===== config.mk =====
export PLATFORM = sky130hd
export DESIGN_NAME = pwm_compare_flat
export DESIGN_NICKNAME = d
export VERILOG_FILES = /design/src/rtl/pwm_compare_if.sv /design/src/rtl/pwm_compare.sv /design/src/flat_wrapper.sv
export SDC_FILE = /design/constraint.sdc
export NUM_CORES = 1
export LEC_CHECK = 0
export CAP_MARGIN = 15
export CORE_ASPECT_RATIO = 2
export CORE_UTILIZATION = 51
export CTS_BUF_LIST = sky130_fd_sc_hd__clkbuf_8 sky130_fd_sc_hd__clkbuf_16
export CTS_CLUSTER_DIAMETER = 40
export DETAILED_ROUTE_END_ITERATION = 10
export PLACE_DENSITY = 0.87
export SETUP_SLACK_MARGIN = 0.05
export SYNTH_ARGS = -nofsm -noshare
export SYNTH_HDL_FRONTEND = slang
export SYNTH_SLANG_ARGS = --single-unit

===== constraint.sdc =====
create_clock -name clk -period 2.7 [get_ports clk]
set_input_delay 0.27 -clock clk [delete_from_list [all_inputs] [get_ports clk]]
set_output_delay 0.27 -clock clk [all_outputs]
set_load 0.03 [all_outputs]

===== src/rtl/pwm_compare_if.sv =====
// Duty-configuration handshake between a duty source and pwm_compare.
// The master offers cfg_duty with cfg_valid; the slave answers with cfg_ready.
interface pwm_compare_if #(
    parameter int N = 8
);
    logic         cfg_valid;
    logic [N-1:0] cfg_duty;
    logic         cfg_ready;

    modport master (output cfg_valid, cfg_duty, input  cfg_ready);
    modport slave  (input  cfg_valid, cfg_duty, output cfg_ready);
endinterface


===== src/rtl/pwm_compare.sv =====
// PWM comparator fed by a free-running counter; duty is shadowed and applied at wrap.
// Define PWM_DEADTIME_EN to insert DT cycles of dead time on both outputs after each edge.
module pwm_compare #(
    parameter int           N        = 8,
    parameter logic [N-1:0] DUTY_RST = '0,
    parameter int           DT       = 2
) (
    input  logic         clk,
    input  logic         rst,
    input  logic [N-1:0] count,
    pwm_compare_if.slave cfg,
    output logic         pwm,
    output logic         pwm_bar,
    output logic         wrap_pulse,
    output logic         match_pulse
);
    localparam logic [0:0] IDLE    = 1'b0;
    localparam logic [0:0] PENDING = 1'b1;

    if (DT < 1 || DT > 15) begin : g_dt_range
        $error("pwm_compare: DT must be in 1..15");
    end

    logic [0:0]   state;
    logic [N-1:0] prev_count;
    logic [N-1:0] active_duty;
    logic [N-1:0] pend_duty;
    logic [N-1:0] eff;
    logic         wrap_det;
    logic         raw;

    // Only a genuine max->0 step counts; any other jump to 0 is not a period boundary.
    assign wrap_det = (prev_count == {N{1'b1}}) && (count == '0);
    assign eff      = (state == PENDING && wrap_det) ? pend_duty : active_duty;
    assign raw      = (count < eff);

    assign cfg.cfg_ready = (state == IDLE);

    always_ff @(posedge clk) begin
        if (rst) begin
            state       <= IDLE;
            active_duty <= DUTY_RST;
            pend_duty   <= '0;
            prev_count  <= '0;
            wrap_pulse  <= 1'b0;
            match_pulse <= 1'b0;
        end else begin
            prev_count  <= count;
            wrap_pulse  <= wrap_det;
            match_pulse <= (count == eff) && (count != prev_count);
            if (state == IDLE) begin
                // A transfer landing on a wrap cycle waits for the following wrap.
                if (cfg.cfg_valid) begin
                    pend_duty <= cfg.cfg_duty;
                    state     <= PENDING;
                end
            end else begin
                if (wrap_det) begin
                    active_duty <= pend_duty;
                    state       <= IDLE;
                end
            end
        end
    end

`ifdef PWM_DEADTIME_EN
    logic       raw_q;
    logic [3:0] dt_cnt;
    logic [3:0] dt_nxt;
    logic       dt_ok;

    // Counter restarts on the raw edge itself, so the edge cycle is already dead.
    always_comb begin
        dt_nxt = dt_cnt;
        if (raw != raw_q)
            dt_nxt = '0;
        else if (dt_cnt < 4'(DT))
            dt_nxt = dt_cnt + 4'd1;
    end
    assign dt_ok = (dt_nxt >= 4'(DT));

    always_ff @(posedge clk) begin
        if (rst) begin
            raw_q   <= 1'b0;
            dt_cnt  <= '0;
            pwm     <= 1'b0;
            pwm_bar <= 1'b0;
        end else begin
            raw_q   <= raw;
            dt_cnt  <= dt_nxt;
            pwm     <= raw & dt_ok;
            pwm_bar <= ~raw & dt_ok;
        end
    end
`else
    always_ff @(posedge clk) begin
        if (rst) begin
            pwm     <= 1'b0;
            pwm_bar <= 1'b0;
        end else begin
            pwm     <= raw;
            pwm_bar <= ~raw;
        end
    end
`endif
endmodule


===== src/flat_wrapper.sv =====
// flat-port wrapper written by rule: the top's interface ports become plain ports
module pwm_compare_flat 
#(
    parameter int           N        = 8,
    parameter logic [N-1:0] DUTY_RST = '0,
    parameter int           DT       = 2
)
  (clk, rst, count, pwm, pwm_bar, wrap_pulse, match_pulse, cfg_cfg_valid, cfg_cfg_duty, cfg_cfg_ready);
  pwm_compare_if #(.N(N)) cfg_i ();
  input  logic clk;
  input  logic rst;
  input  logic [N-1:0] count;
  output logic pwm;
  output logic pwm_bar;
  output logic wrap_pulse;
  output logic match_pulse;
  input wire logic [$bits(cfg_i.cfg_valid)-1:0] cfg_cfg_valid;
  input wire logic [$bits(cfg_i.cfg_duty)-1:0] cfg_cfg_duty;
  output wire logic [$bits(cfg_i.cfg_ready)-1:0] cfg_cfg_ready;
  assign cfg_i.cfg_valid = cfg_cfg_valid;
  assign cfg_i.cfg_duty = cfg_cfg_duty;
  assign cfg_cfg_ready = cfg_i.cfg_ready;
  pwm_compare #(.N(N), .DUTY_RST(DUTY_RST), .DT(DT)) u_core (.clk(clk), .rst(rst), .count(count), .cfg(cfg_i), .pwm(pwm), .pwm_bar(pwm_bar), .wrap_pulse(wrap_pulse), .match_pulse(match_pulse));
endmodule

==> reports/results.txt <==
# setup viols final -> 0
Routability cong. -> 0.728
Peak supply drop -> 0.385 mV
CP max stage delay -> 0.48 ns
# Max-Cap Violations -> 0
Vias in the first global route -> 1113
Hold_buf cts -> 0
Final #Nets -> 199
Root Buffer -> clkbuf_8
Skew-Pair Late Insertion Delay -> 0.29 ns
Starting DRT DRC Count -> 16
Initial core utilization -> 55.0%
Cell mode on critical path -> a21o_1
H-tree levels -> 2
Final Cell Area -> 1740 um2
PortBufs -> 23
R2R Path Start -> u_core.prev_count[5]
Clk sinks -> 29
CP startpoint kind -> primary input
WHS Path Cells -> 2
TritonRoute pass-1 iters -> 4
Clock Tree Buf Depth -> 2
CP Cell Sequence -> clkdlybuf4s50_1 > nor4_4 > and4_1 > buf_4 > nand3_1 > and2_1 > ha_1 > a21o_1 > a21o_1 > a21oi_1 > and3b_1
FF-to-FF setup slack -> 0.35 ns
Chip Width -> 38.0 um
First-pass GRT wire length -> 4.77 mm
Final period util -> 92.0%
Syn avg cell area -> 9.81 um2
P&R area growth vs syn -> 31.2%
Post-synth cell types -> 30
Inserted Diodes -> 0
Endpoints failing hold -> 0
ANT nets after route -> 0
Req. time, crit path -> 2.92 ns
Clock-pin transition on the worst setup and hold timing paths -> 0.06 ns
Row Count -> 25
Vias -> 1101
WP buf/inv -> 2
DRC violations left -> 0
Top_reg_cell synth -> dfxtp_1
Initial antenna violation count -> 0
TritonCTS clock tree -> yes
Die area -> 2820 um2
Tightest Pin Transition -> 0.738 ns
Critical Path Fanout Max -> 8
DPL Wire Length -> 2.39 mm
Number of flops mapped to enable cells by yosys -> 0
Vert. Die Dim -> 74.1 um
Commonest non-fill, non-tap cells in the layout -> dfxtp_1 (29), clkdlybuf4s50_1 (23), buf_4 (13)
Share of cells above drive strength 1 -> 13.9%
Status -> finished clean
Final min period -> 2.49 ns
Commonest non-fill, non-tap cell in the layout -> dfxtp_1
Gr usage total -> 25.4%
# IOs -> 24
Num CTS Buffers -> 5
Crit path depth -> 11
Via density -> 5.51
Async S/R FF share, synth -> 0%
Post-Synthesis Cells -> 135
Synth Cell Area -> 1330 um2
R2r worst-path depth -> 10
Clock Skews -> 0.00607 ns
Area of the multi-input gates -> 702 um2
Power Total -> 0.000922 W
FMAX -> 402 MHz
CORE AREA -> 2410 um2
Setup CP Type -> primary input to register
Final Max Slew Viols -> 0
Setup repair bufs after CTS -> 0
Crit-path leading delay family -> simple AND/OR/NAND/NOR gates
Worst Hold Class -> register to register
Fill cells -> 165
Post-Route WL -> 3.08 mm
Worst hold endpoint -> u_core.active_duty[2]
Syn. warnings -> 0
Pwr Density -> 531 nW/um2
RSZ-0062 raised after global routing -> no
Register area share after synthesis -> 43.8%
GRT Residual Overflow -> 0
Critical path's slowest cell -> clkdlybuf4s50_1
Syn nets -> 162
Avg WL per Cell -> 15.4 um
Arrival @ worst endpoint -> 2.71 ns
Maximum number of pins on one net before global-route repair -> 22
Seq. cell area -> 581 um2
Count of state elements after synthesis -> 29
RR Endpoint -> u_core.pwm
Crit end category -> register
Area post-placement -> 1650 um2
P_leak -> 0.716 nW
Hold_sp -> u_core.active_duty[2]
Worst relative slew slack -> 50.7%
-- area by class of cell --
| cell class | count | area share [%] |
|---|---|---|
| clock buffer | 5 | 3.96 |
| clock inverter | 3 | 1.01 |
| inverter | 2 | 0.432 |
| multi-input combinational | 98 | 40.4 |
| sequential | 29 | 33.4 |
| tap | 27 | 1.94 |
| timing repair buffer | 36 | 18.9 |
-- flip-flops by register name (all words and copies together), names as in the netlist --
register,count
u_core.active_duty,8
u_core.match_pulse,1
u_core.pend_duty,8
u_core.prev_count,8
u_core.pwm,1
u_core.pwm_bar,1
u_core.state,1
u_core.wrap_pulse,1
-- Yosys cell counts, types with 2 or more instances --
master    count  area [um2]
and4_1        2        17.5
nor2_1       12        45.0
o21ai_0       7        35.0
nor2b_1       9        56.3
a21oi_1      12        60.1
and2_1        7        43.8
inv_1         2        7.51
nand3_1       8        40.0
nor4_1        2        12.5
nand2_1       2        7.51
mux2i_1       8        80.1
clkbuf_1      2        7.51
a21o_1        3        22.5
xor2_1        8        70.1
ha_1          8         100
dfxtp_1      29         581
-- logic make-up (layout without fill, tap and decap cells) --
logic type	count (synthesis)	in the layout	share of synthesized area [%]
DFF	29	29	43.8
and+or+nand+nor	49	49	23.7
AOI/OAI and AO/OA	25	25	10.4
muxes	8	8	6.04
xor gates and xnor gates	8	8	5.29
buffers and inverters	8	46	3.21
adders and majority gates	8	8	7.55
-- worst register-to-register path, delay by kind of cell, from the launching register on --
kind,cells,cell delay (ns)
AOI/OAI and AO/OA,3,0.54
DFF,1,0.38
buffers and inverters,1,0.16
adders and majority gates,1,0.17
and+or+nand+nor,5,1.03
-- power breakdown --
| group | leakage [nW] | total [W] | internal [W] | switching, W |
|---|---|---|---|---|
| Sequential | 0.238 | 0.000458 | 0.000445 | 0.0000129 |
| Combinational | 0.434 | 0.000120 | 0.0000650 | 0.0000554 |
| Clock | 0.0439 | 0.000344 | 0.000177 | 0.000167 |
-- worst max path at each step --
| stage | from | end | slack (ns) |
|---|---|---|---|
| after floorplan | count[1] | u_core.pwm | 0.60 |
| after global placement | count[1] | u_core.pwm | -0.03 |
| after global routing | count[1] | u_core.pwm | 0.09 |
| final | count[4] | u_core.pwm | 0.21 |
| after CTS | count[1] | u_core.pwm | 0.21 |
| after detailed placement | count[1] | u_core.pwm | -0.07 |
-- stage by stage --
stage,instances,setup WS (ns),setup TNS (ns),utilization (%),hold WS [ns]
floorplan,135,0.598,0,-,0.398
global placement,192,-0.0280,-0.0280,68.6,0.468
detailed placement,192,-0.0725,-0.117,68.6,0.488
CTS,200,0.213,0,72.2,0.498
global route,200,0.0857,0,72.2,0.523
finish,200,0.215,0,72.2,0.493
-- metal layers --
metal / routed length [um] / vias to the layer above / global-route usage, %
li1: - / 549 / -
met2: 1800 / 33 / 47.3
met5: 0 / - / 0
met3: 121 / 8 / 8.36
met1: 1070 / 511 / 21.9
met4: 89 / 0 / 13.9
-- what timing repair did --
action	in CTS	in global routing
hold endpoints to repair	0	0
setup endpoints to repair	0	1
gates resized for setup	0	1
Note: power is estimated with default switching activity, not from simulation.
